===== config.mk =====
export PLATFORM = sky130hd
export DESIGN_NAME = wb_master08
export DESIGN_NICKNAME = d
export VERILOG_FILES = /design/src/rtl/wb_master08.sv
export SDC_FILE = /design/constraint.sdc
export NUM_CORES = 1
export LEC_CHECK = 0
export CORE_MARGIN = 2
export CORE_UTILIZATION = 25
export DETAILED_ROUTE_END_ITERATION = 10
export HOLD_SLACK_MARGIN = 0.06
export PLACE_DENSITY = 0.56
export RECOVER_POWER = 25
export SYNTH_ARGS = -nofsm -noshare
export SYNTH_HDL_FRONTEND = slang
export SYNTH_SLANG_ARGS = --single-unit

===== constraint.sdc =====
create_clock -name CLK_I -period 3.4 [get_ports CLK_I]
set_clock_uncertainty 0.1 [all_clocks]
set_input_delay 0.51 -clock CLK_I [delete_from_list [all_inputs] [get_ports CLK_I]]
set_output_delay 0.51 -clock CLK_I [all_outputs]
set_load 0.1 [all_outputs]

===== src/rtl/wb_master08.sv =====
// 8-bit Wishbone initiator: turns one local command into a single read, single write
// or locked read-modify-write bus cycle, with a wait-state timeout.
module wb_master08 #(
  parameter int AW      = 8,
  parameter int TIMEOUT = 16,
  parameter int TW      = 8
) (
  input  logic          CLK_I,
  input  logic          RST_I,
  input  logic          CMD_VLD,
  output logic          CMD_RDY,
  input  logic          CMD_WE,
  input  logic          CMD_RMW,
  input  logic [AW-1:0] CMD_ADR,
  input  logic [7:0]    CMD_DAT,
  input  logic [7:0]    CMD_MSK,
  output logic          RSP_VLD,
  output logic [7:0]    RSP_DAT,
  output logic          RSP_ERR,
  output logic          CYC_O,
  output logic          STB_O,
  output logic          WE_O,
  output logic [AW-1:0] ADR_O,
  output logic [7:0]    DAT_O,
  input  logic [7:0]    DAT_I,
  input  logic          ACK_I,
  input  logic          ERR_I
);

  typedef enum logic [2:0] {IDLE, RD, WR, RMW_RD, RMW_GAP, RMW_WR} state_t;

  localparam logic [TW-1:0] TO_LAST = TW'(TIMEOUT - 1);

  state_t        state, state_nx;
  logic          cyc_nx, stb_nx, we_nx, rsp_vld_nx, rsp_err_nx;
  logic [AW-1:0] adr_nx;
  logic [7:0]    dat_nx, rsp_dat_nx;
  logic [7:0]    cdat, cdat_nx, msk, msk_nx;
  logic [TW-1:0] cnt, cnt_nx;
  logic          done, done_err;

  assign CMD_RDY = (state == IDLE);

  always_comb begin
    state_nx   = state;
    cyc_nx     = CYC_O;
    stb_nx     = STB_O;
    we_nx      = WE_O;
    adr_nx     = ADR_O;
    dat_nx     = DAT_O;
    rsp_vld_nx = 1'b0;
    rsp_dat_nx = RSP_DAT;
    rsp_err_nx = RSP_ERR;
    cdat_nx    = cdat;
    msk_nx     = msk;
    cnt_nx     = cnt;
    done       = 1'b0;
    done_err   = 1'b0;
    case (state)
      IDLE: begin
        if (CMD_VLD) begin
          adr_nx  = CMD_ADR;
          dat_nx  = CMD_DAT;
          cdat_nx = CMD_DAT;
          msk_nx  = CMD_MSK;
          cnt_nx  = '0;
          cyc_nx  = 1'b1;
          stb_nx  = 1'b1;
          if (CMD_RMW) begin
            state_nx = RMW_RD;
            we_nx    = 1'b0;
          end else if (CMD_WE) begin
            state_nx = WR;
            we_nx    = 1'b1;
          end else begin
            state_nx = RD;
            we_nx    = 1'b0;
          end
        end
      end
      RMW_GAP: begin
        // CYC_O stays high so the bus is held across read and write halves
        state_nx = RMW_WR;
        stb_nx   = 1'b1;
        we_nx    = 1'b1;
        cnt_nx   = '0;
      end
      default: begin
        if (STB_O && ERR_I) begin
          done     = 1'b1;
          done_err = 1'b1;
        end else if (STB_O && ACK_I) begin
          case (state)
            RD: begin
              rsp_dat_nx = DAT_I;
              done       = 1'b1;
            end
            WR: begin
              rsp_dat_nx = DAT_O;
              done       = 1'b1;
            end
            RMW_RD: begin
              rsp_dat_nx = DAT_I;
              dat_nx     = (DAT_I & ~msk) | (cdat & msk);
              state_nx   = RMW_GAP;
              stb_nx     = 1'b0;
              we_nx      = 1'b0;
            end
            RMW_WR:  done = 1'b1;
            default: ;
          endcase
        end else if (STB_O) begin
          if (TIMEOUT != 0 && cnt == TO_LAST) begin
            done     = 1'b1;
            done_err = 1'b1;
          end else begin
            cnt_nx = cnt + TW'(1);
          end
        end
      end
    endcase
    if (done) begin
      state_nx   = IDLE;
      cyc_nx     = 1'b0;
      stb_nx     = 1'b0;
      we_nx      = 1'b0;
      rsp_vld_nx = 1'b1;
      rsp_err_nx = done_err;
    end
  end

  always_ff @(posedge CLK_I) begin
    if (RST_I) begin
      state   <= IDLE;
      CYC_O   <= 1'b0;
      STB_O   <= 1'b0;
      WE_O    <= 1'b0;
      ADR_O   <= '0;
      DAT_O   <= '0;
      RSP_VLD <= 1'b0;
      RSP_DAT <= '0;
      RSP_ERR <= 1'b0;
      cdat    <= '0;
      msk     <= '0;
      cnt     <= '0;
    end else begin
      state   <= state_nx;
      CYC_O   <= cyc_nx;
      STB_O   <= stb_nx;
      WE_O    <= we_nx;
      ADR_O   <= adr_nx;
      DAT_O   <= dat_nx;
      RSP_VLD <= rsp_vld_nx;
      RSP_DAT <= rsp_dat_nx;
      RSP_ERR <= rsp_err_nx;
      cdat    <= cdat_nx;
      msk     <= msk_nx;
      cnt     <= cnt_nx;
    end
  end

endmodule

==> Word level (Yosys, flattened, before mapping) <==
Index checks and enable logic that the tools add are counted.
{ "totals": {"register_bits": 56, "input_bits": 39, "elab_cells": 87} }
{ "op_classes": {"n_addsub": 1, "eq_ne": 11, "n_mux": 38, "bitwise": 7, "n_reduce_logical": 18} }
{ "ops": {"columns": ["op", "count"], "rows": [
  ["8-bit 2-to-1 mux", 9],
  ["8-bit one-hot mux with 2 select lines", 3],
  ["1-bit 2-to-1 mux", 17],
  ["8-bit bitwise AND", 2],
  ["3-bit 2-to-1 mux", 4],
  ["5-bit AND reduction", 2],
  ["3-bit by 2-bit inequality test with 1-bit output, second input constant", 3],
  ["3-bit nonzero test", 3],
  ["8-bit by 1-bit adder with 8-bit output, second input constant", 1],
  ["8-bit by 4-bit == test with 1-bit output, second input constant", 1],
  ["8-bit inverter", 1],
  ["8-bit OR", 1],
  ["4-bit AND reduction", 2],
  ["3-bit by 2-bit == test with 1-bit output, second input constant", 2],
  ["3-bit == test, second input constant", 2],
  ["3-bit one-hot mux with 2 select lines", 1],
  ["2-bit nonzero test", 3],
  ["2-bit OR reduction", 3],
  ["2-bit 2-to-1 mux", 2],
  ["2-bit inequality test, second input constant", 2],
  ["1-bit one-hot mux with 2 select lines", 2],
  ["3-bit by 1-bit == test with 1-bit output, second input constant", 1],
  ["3-bit logical NOT", 1],
  ["1-bit inverter", 3],
  ["3 further kinds", 4]
]} }

==> Longest topological paths before layout <==
Gate-level depths: netlist of run 1.
{ "depth": {"depth_word": 7, "depth_mapped": 8, "ltp_nobuf": 5} }

==> Worst setup path after synthesis of run 1 <==
OpenSTA, ideal clock, no wires.
{ "synth_timing": {"kind": "flip-flop to flip-flop", "from": "register STB_O", "to": "register DAT_O[5]", "arrival_time_ps": 2324, "slack_ps": 905, "path_stages_with_launch": 6, "n_path_buf": 1, "synth_period_minus_slack_ps": 2495, "path_cell_list": "dfxtp_1 -> nand2_1 -> o32a_4 -> buf_6 -> a2111o_1 -> a21oi_1"} }
{ "synth_via": {"elab_chain_len": 3, "word_cells_on_any_way": 5, "cone_classes": "eq/ne: 1; reduce/logical: 4"} }
{ "synth_lines": {"columns": ["item", "line", "rtl"], "rows": [
  ["start: declaration", "21", "output logic STB_O,"],
  ["start signal: assignment", "149", "STB_O <= stb_nx;"],
  ["1-bit logical AND (on tied branches)", "89, 92", null],
  ["2-bit inequality test (no source line) / 2-bit nonzero test (equally long branches)", null, null],
  ["5-bit AND reduction (no source line) (*)", null, null],
  ["end signal: assignment", "152", "DAT_O <= dat_nx;"],
  ["end: declaration", "24", "output logic [7:0] DAT_O,"]
]} }
Mark *: on every way between the ends. The rest lies on a longest branch, timed or not.
A chain may end at the register's enable or synchronous reset.

==> Worst setup path in the final report of run 1 <==
{ "layout_timing": {"from": "register DAT_O[7]", "to": "output DAT_O[7]"} }
No word-level cell between the ends.

==> metrics.md, run 1 <==
| Metric | Value |
|---|---|
| Post-layout util | 33.9% |
| DR vias | 2,370 |
| Crit path max fanout | 3 |
| Worst-path cell chain | clkdlybuf4s50_1 |
| Antenna Cells | 0 |
| Core ar. | 0.00982 mm2 |
| CTS tree | yes |
| Max IR drop VDD | 175 uV |
| Tot GR Track Use | 12.7% |
| Mapped Cells | 302 |
| CTS HTree Levels | 2 |
| Die area | 0.0110 mm2 |
| Static Leak | 1.13 nW |
| Fill cell count | 1,081 |
| Mapped cell area | 0.00254 mm2 |
| Status | finished, final reports clean |
| Slew Viols, Final | 0 |
| TNS Setup | 0 ps |
| Number of CTS-inserted buffers | 5 |
| Minimum clock period | 2470 ps |
| Top_reg_cell synth | dfxtp_1 |
| First-pass GRT wire length | 11,400 um |
| Worst slew pin tran | 1200 ps |
| Clock Latency Late Sink | 310 ps |
| RSZ-0062 raised after global routing | no |
| PortBufs | 68 |
| CP top delay family | buffers and inverters |
| Req. time, crit path | 2790 ps |
| Die height | 105 um |
| WP data arrival | 1860 ps |
| WP buf/inv | 1 |
| Pwr Density | 538 mW/mm2 |
| Asr flop ratio synth | 0% |
| DR DRC count | 0 |
| Congestion Overflow GR | 0 |
| Max stage delay on crit path | 1160 ps |
| Largest area contributor in the netlist | dfxtp_1 |
| Post-synth top area share | 44.1% |
| Post-CTS Setup Bufs | 0 |
| Die X | 105 um |
| Clock sink total | 56 |
| Max-cap violations | 0 |
| Rel. slew slack | 20.0% |
| Ranking of synthesized cells by area | dfxtp_1 (44%), nand2_1 (8.4%), a21oi_1 (7.9%) |
| Most frequent cells in the layout | clkdlybuf4s50_1 (58), nand2_1 (57), dfxtp_1 (56) |
| Synth cell types | 41 |
| Achievable Freq | 404 MHz |
| Seq/Total Area, Yosys | 44.1% |
| Layout cells sized above 1 | 4.43% |
| # rows | 36 |
| Clock Tree Buf Depth | 2 |
| Vias in the first global route | 2,245 |
| Avg Vias per Cell | 4.80 |
| Avg Cell Area, Syn | 8.42 um2 |
| DPL Wire Length | 4880 um |
| CTS Root Cell | clkbuf_8 |
| Wire length per cell | 14.0 um |
| CP max stage cell | clkdlybuf4s50_1 |
| Synthesis-stage register bit count | 56 |
| Most common cell after layout, fill and taps aside | clkdlybuf4s50_1 |
| Post-CTS sizing | 0 |
| Reg clk slew, reported paths | 100 ps |
| Post-Route WL | 6920 um |
| Critical path launch point type | register |
| Final setup vio count | 0 |
| RD Place Congestion | 0.774 |
| Critical setup path kind | reg -> out |
| Antenna violations before repair | 0 |
| Yosys warning total | 0 |
| Ports | 69 |
| Hold Fails Final Rpt | 0 |
| Largest net degree at the start of global routing | 39 |
| Antenna viol nets, final | 0 |
| Hold Buf Count CTS | 0 |
| Final nets | 400 |
| Setup crit end kind | output port |
| Area delta synth->final | 31.1% |
| Synth Net Count | 342 |
| DR pass1 iterations | 4 |
| Tcrit/Tclk final | 72.7% |
| Hold WC Path Type | reg -> reg |
| Post-synth EDFFs | 0 |
| Initial core utilization | 25.9% |
| Initial DRC count | 133 |
-- metal layers --
metal	GRT usage (%)	vias up	wire length, um
met5	0	-	0
met2	21.8	61	3290
met3	2.68	10	324
met1	15.9	1105	3190
met4	4.19	0	114
li1	-	1194	-
-- through the flow --
step	hold slack, ps	instance area (um2)	instances	worst slack (ps)	total power, mW
floorplan	336	2540	302	905	1.29
global placement	341	3280	486	916	1.45
global route	376	3330	494	832	1.89
CTS	362	3370	494	923	1.82
finish	361	3330	494	927	1.79
detailed placement	347	3280	486	901	1.45
-- worst min-delay path, delay by kind of cell, from the launching register on --
| family | cells | cell delay (ps) |
|---|---|---|
| AO/OA/AOI/OAI | 1 | 50 |
| flip-flops | 1 | 320 |
| AND/OR/NAND/NOR | 1 | 50 |
-- layout make-up --
class                      count  area, um2  area share (%)
multi-input combinational    220       1270            38.2
inverter                       4       15.0           0.451
clock inverter                 2       16.3           0.488
clock buffer                   6       72.6            2.18
timing repair buffer          73        669            20.1
sequential                    56       1120            33.6
tap                          133        166            4.99
-- cells by family (layout without fill, tap and decap cells) --
group           count (synthesis)  after routing  share of synthesized area [%]
buf+inv                        26             85                           5.41
flops                          56             56                           44.1
compound gates                 89             89                           23.1
simple gates                  114            114                           20.6
fa+ha+maj                       1              1                          0.492
mux                            16             16                           6.30
-- sequential cells by signal, summed over array words and instances, names as in the netlist --
register,count
RSP_DAT,8
RSP_VLD,1
STB_O,1
msk,8
ADR_O,8
CYC_O,1
cnt,8
RSP_ERR,1
cdat,8
WE_O,1
state,3
DAT_O,8
-- path summary, 6_finish.rpt --
kind / start / end / slack [ps] / cells after the start
worst min register to register: cdat[7]$_SDFFE_PP0P_ / cdat[7]$_SDFFE_PP0P_ / 360 / 2
worst max register to register: state[0]$_SDFFE_PP0P_ / cdat[0]$_SDFFE_PP0P_ / 1100 / 5
worst max-delay path: DAT_O[7]$_SDFFE_PP0P_ / DAT_O[7] / 930 / 1
worst min-delay path: cdat[7]$_SDFFE_PP0P_ / cdat[7]$_SDFFE_PP0P_ / 360 / 2
-- synth_stat cells (2+ instances only) --
library cell / instances
a2111o_1: 9
a211oi_1: 8
a21oi_1: 40
a311oi_1: 3
a31oi_1: 8
and3_1: 2
buf_2: 7
buf_6: 4
clkbuf_1: 9
dfxtp_1: 56
inv_1: 4
mux2i_1: 16
nand2_1: 57
nand3_1: 7
nand3b_1: 3
nand4_1: 2
nor2_1: 23
nor2b_1: 4
nor3_1: 4
nor4_1: 2
o21ai_0: 12
o21bai_1: 2
or4_1: 2
-- report_power, final --
group | total [mW] | internal, mW | switching, mW | leakage [nW]
Combinational | 0.667 | 0.188 | 0.479 | 0.635
Sequential | 0.758 | 0.713 | 0.0444 | 0.457
Clock | 0.368 | 0.147 | 0.221 | 0.0414
Total | 1.79 | 1.05 | 0.744 | 1.13
Note: power is estimated with default switching activity, not from simulation.
==> run 2: changes to the inputs <==
==> constraint.sdc (replaced) <==
create_clock -name CLK_I -period 2.4 [get_ports CLK_I]
set_clock_uncertainty 0.1 [all_clocks]
set_input_delay 0.36 -clock CLK_I [delete_from_list [all_inputs] [get_ports CLK_I]]
set_output_delay 0.36 -clock CLK_I [all_outputs]
set_load 0.1 [all_outputs]
==> metrics.md, run 2 (synthesized netlist as in run 1, its figures left out) <==
| Metric | Value |
|---|---|
| Status | finished, final reports clean |
| Antenna viol nets, final | 0 |
| Crit path max fanout | 11 |
| Die area | 0.0110 mm2 |
| Fill cell count | 1,093 |
| Die X | 105 um |
| CTS Root Cell | clkbuf_8 |
| Non-filler cells, final | 499 |
| Final nets | 405 |
| Hold Buf Count CTS | 0 |
| Logic pwr share | 37.0% |
| Vias in the first global route | 2,120 |
| Die height | 105 um |
| # rows | 36 |
| Number of CTS-inserted buffers | 5 |
| Wire length per cell | 13.9 um |
| Post-Route WL | 6920 um |
| Internal power | 1.50 mW |
| CTS HTree Levels | 2 |
| Slew Viols, Final | 0 |
| Switch Pwr | 1.08 mW |
| DR pass1 iterations | 4 |
| DPL Wire Length | 4840 um |
| Clock Latency Late Sink | 310 ps |
| Pwr Density | 783 mW/mm2 |
| Clock sink total | 56 |
| Tcrit/Tclk final | 89.6% |
| First-pass GRT wire length | 11,100 um |
| Most common cell after layout, fill and taps aside | nand2_1 |
| Area delta synth->final | 29.5% |
| Reg clk slew, reported paths | 100 ps |
| Critical path launch point type | register |
| Hold WC Path Type | reg -> reg |
| Minimum clock period | 2150 ps |
| Achievable Freq | 465 MHz |
| DR DRC count | 0 |
| Reg power frac | 41.6% |
| RD Place Congestion | 0.829 |
| Antenna violations before repair | 0 |
| Worst slew pin tran | 1230 ps |
| PortBufs | 68 |
| RSZ-0062 raised after global routing | no |
| Placed cells | 491 |
| Critical setup path kind | reg -> out |
| Rel. slew slack | 18.7% |
| TNS Setup | 0 ps |
| Clk pwr share | 21.4% |
| Clock Tree Buf Depth | 2 |
| Post-CTS sizing | 0 |
| Setup crit end kind | output port |
| Hold Fails Final Rpt | 0 |
| Static Leak | 1.16 nW |
| Max-cap violations | 0 |
| WP data arrival | 1690 ps |
| Tot GR Track Use | 12.5% |
| CTS tree | yes |
| Post-CTS Setup Bufs | 0 |
| Ports | 69 |
| Initial DRC count | 65 |
| Largest net degree at the start of global routing | 51 |
| Max IR drop VDD | 385 uV |
| DR vias | 2,338 |
| Avg Vias per Cell | 4.69 |
| Layout cells sized above 1 | 9.02% |
| Switching Fraction | 41.9% |
| Antenna Cells | 0 |
| Initial core utilization | 25.9% |
| Final setup vio count | 0 |
| Req. time, crit path | 1940 ps |
| Congestion Overflow GR | 0 |
| Core ar. | 0.00982 mm2 |
| Most frequent cells in the layout | nand2_1 (57), dfxtp_1 (55), a21oi_1 (40) |
[run 2: cell count changes in the layout (fill, tap and decap cells not counted), sizes merged]
cell           previous run  this run
clkinvlp                  1         0
buf                       6        20
clkbuf                   13        26
dlygate4sd3               2         0
inv                       4         6
clkdlybuf4s50            58        37
[run 2: final timing paths]
check | cells after the start | slack [ps] | from | to
max | 3 | 250 | state[0]$_SDFFE_PP0P_ | CMD_RDY
min | 2 | 360 | ADR_O[1]$_SDFFE_PP0P_ | ADR_O[1]$_SDFFE_PP0P_
max reg2reg | 6 | 480 | state[2]$_SDFFE_PP0P_ | cdat[0]$_SDFFE_PP0P_
min reg2reg | 2 | 360 | ADR_O[1]$_SDFFE_PP0P_ | ADR_O[1]$_SDFFE_PP0P_
[run 2: metrics by stage]
stage                     utilization, %  cell area (um2)  total power [mW]  hold slack [ps]  setup WS [ps]
after floorplan                        -             2540              1.82              336           6.80
after global placement              33.4             3280              2.08              341            246
after detailed placement            33.4             3280              2.08              347            209
after CTS                           34.3             3370              2.65              364            210
after global routing                33.5             3290              2.72              373            118
final                               33.5             3290              2.58              359            249
[run 2: routing by layer]
layer,vias to the layer above,GRT usage (%),routed length [um]
li1,1206,-,-
met1,1068,16.2,3310
met2,58,21.0,3250
met3,6,2.56,292
met4,0,3.62,68
met5,-,0,0
[run 2: power groups by stage]
stage | Combinational (mW) | Sequential (mW) | Clock (mW)
global route | 1.02 | 1.09 | 0.614
detailed placement | 0.988 | 1.10 | 0
finish | 0.953 | 1.07 | 0.551
global placement | 0.985 | 1.09 | 0
floorplan | 0.408 | 1.42 | 0
CTS | 0.990 | 1.07 | 0.586
[run 2: cell type report]
type | count | area, um2 | area share [%]
Tap cell | 133 | 166 | 5.06
Timing Repair Buffer | 78 | 609 | 18.5
Clock buffer | 5 | 68.8 | 2.09
Clock inverter | 3 | 26.3 | 0.798
Inverter | 4 | 15.0 | 0.456
Multi-Input combinational cell | 220 | 1280 | 39.0
Sequential cell | 56 | 1120 | 34.1
[run 2: critical path, stage by stage, from the launching register on]
cell and delay (ps):
dfxtp_1 400, or3_1 580, inv_1 200, buf_12 190
==> run 3: changes to the inputs <==
--- a/config.mk
+++ b/config.mk
@@ -5,9 +5,10 @@
 export SDC_FILE = /design/constraint.sdc
 export NUM_CORES = 1
 export LEC_CHECK = 0
-export CORE_MARGIN = 2
+export CORE_MARGIN = 3
 export CORE_UTILIZATION = 25
 export DETAILED_ROUTE_END_ITERATION = 10
+export GPL_ROUTABILITY_DRIVEN = 0
 export HOLD_SLACK_MARGIN = 0.06
 export PLACE_DENSITY = 0.56
 export RECOVER_POWER = 25
==> metrics.md, run 3 (synthesized netlist as in run 1, its figures left out) <==
| Metric | Value |
|---|---|
| Tot GR Track Use | 12.0% |
| Clock sink total | 56 |
| WP buf/inv | 1 |
| Setup crit end kind | output port |
| Final nets | 404 |
| Achievable Freq | 494 MHz |
| Worst-path cell chain | clkbuf_1 |
| CTS HTree Levels | 2 |
| Routing usage on met3 | 2.53% |
| Req. time, crit path | 1940 ps |
| WP data arrival | 1560 ps |
| Initial core utilization | 25.9% |
| Antenna viol nets, final | 0 |
| Rel. slew slack | 19.9% |
| M1 GR Usage | 15.0% |
| Fill cell count | 1,069 |
| Clock Latency Late Sink | 310 ps |
| Core ar. | 0.00982 mm2 |
| Die height | 107 um |
| DPL Wire Length | 4870 um |
| CTS tree | yes |
| Most common cell after layout, fill and taps aside | nand2_1 |
| Ports | 69 |
| Hold Buf Count CTS | 0 |
| Final setup vio count | 0 |
| First-pass GRT wire length | 11,100 um |
| Die X | 107 um |
| Die area | 0.0114 mm2 |
| Non-filler cells, final | 498 |
| DR DRC count | 0 |
| Reg clk slew, reported paths | 110 ps |
| Slew Viols, Final | 0 |
| Placed cells | 490 |
| Met2 Usage GRT | 21.3% |
| Hold Fails Final Rpt | 0 |
| DR vias | 2,349 |
| CP max stage cell | clkbuf_1 |
| Clock Tree Buf Depth | 2 |
| Area delta synth->final | 28.9% |
| Status | finished, final reports clean |
| Antenna Cells | 0 |
| Pwr Density | 777 mW/mm2 |
| Hold WS | 362 ps |
| Antenna violations before repair | 0 |
| Largest net degree at the start of global routing | 51 |
| Critical setup path kind | reg -> out |
| RSZ-0062 raised after global routing | no |
| Overall Power | 2.55 mW |
| Max IR drop VDD | 417 uV |
| # rows | 36 |
| Wire length per cell | 13.9 um |
| Static Leak | 1.15 nW |
| Max stage delay on crit path | 880 ps |
| Global-route layer with the greatest usage | met2 |
| Tcrit/Tclk final | 84.3% |
| Number of CTS-inserted buffers | 5 |
| Max-cap violations | 0 |
| Avg Vias per Cell | 4.72 |
| Most frequent cells in the layout | nand2_1 (57), dfxtp_1 (55), a21oi_1 (40) |
| Cell Area, Placed | 0.00327 mm2 |
| DR pass1 iterations | 4 |
| Worst slew pin tran | 1210 ps |
| Crit path max fanout | 3 |
| Congestion Overflow GR | 0 |
| Vias in the first global route | 2,193 |
| Final Cell Area | 0.00328 mm2 |
| TNS Setup | 0 ps |
| Post-Route WL | 6940 um |
| Minimum clock period | 2020 ps |
| Hold WC Path Type | reg -> reg |
| Post-CTS Setup Bufs | 0 |
| CP top delay family | buffers and inverters |
| Initial DRC count | 83 |
| Layout cells sized above 1 | 8.49% |
| Critical path launch point type | register |
| Post-CTS sizing | 0 |
| CTS Root Cell | clkbuf_8 |
| PortBufs | 68 |
-- run 3: cell count changes in the layout (fill, tap and decap cells not counted), sizes merged --
cell | before | now
inv | 6 | 4
buf | 20 | 19
clkbuf | 26 | 27
clkinvlp | 0 | 1
-- run 3: worst paths after layout --
| check | start | cells past startpoint | endpoint | slack [ps] |
|---|---|---|---|---|
| max | DAT_O[6]$_SDFFE_PP0P_ | 1 | DAT_O[6] | 380 |
| min | ADR_O[1]$_SDFFE_PP0P_ | 2 | ADR_O[1]$_SDFFE_PP0P_ | 360 |
| max reg2reg | state[0]$_SDFFE_PP0P_ | 6 | msk[5]$_SDFFE_PP0P_ | 570 |
| min reg2reg | ADR_O[1]$_SDFFE_PP0P_ | 2 | ADR_O[1]$_SDFFE_PP0P_ | 360 |
-- run 3: cell type report --
class	instances	area [um2]	share of cell area, %
Clock buffer	6	72.6	2.21
Multi-Input combinational cell	220	1280	39.2
Timing Repair Buffer	77	602	18.4
Clock inverter	2	16.3	0.496
Tap cell	133	166	5.08
Inverter	4	15.0	0.458
Sequential cell	56	1120	34.2
-- run 3: where the power goes --
part           internal [mW]  switching (mW)
clock                  0.209           0.316
combinational          0.269           0.682
sequential              1.01          0.0605
-- run 3: stage by stage --
| step | setup WS, ps | utilization [%] |
|---|---|---|
| after global placement | 246 | 33.3 |
| after CTS | 462 | 34.2 |
| final | 376 | 33.4 |
| after floorplan | 6.80 | - |
| after detailed placement | 226 | 33.3 |
| after global routing | 325 | 33.4 |
-- run 3: per-layer routing --
| layer | vias up | share of wire [%] | wire [um] |
|---|---|---|---|
| li1 | 1207 | - | - |
| met1 | 1089 | 45 | 3130 |
| met2 | 51 | 50 | 3460 |
| met3 | 2 | 4.5 | 314 |
| met4 | 0 | 0.63 | 44 |
| met5 | - | 0 | 0 |
-- run 3: worst register-to-register path, cell delays in order, from the launching register on --
cell and delay, ps:
dfxtp_1 400, or3_1 420, buf_4 210, nor2_2 90
buf_4 290, nand2_1 130, a21oi_1 130
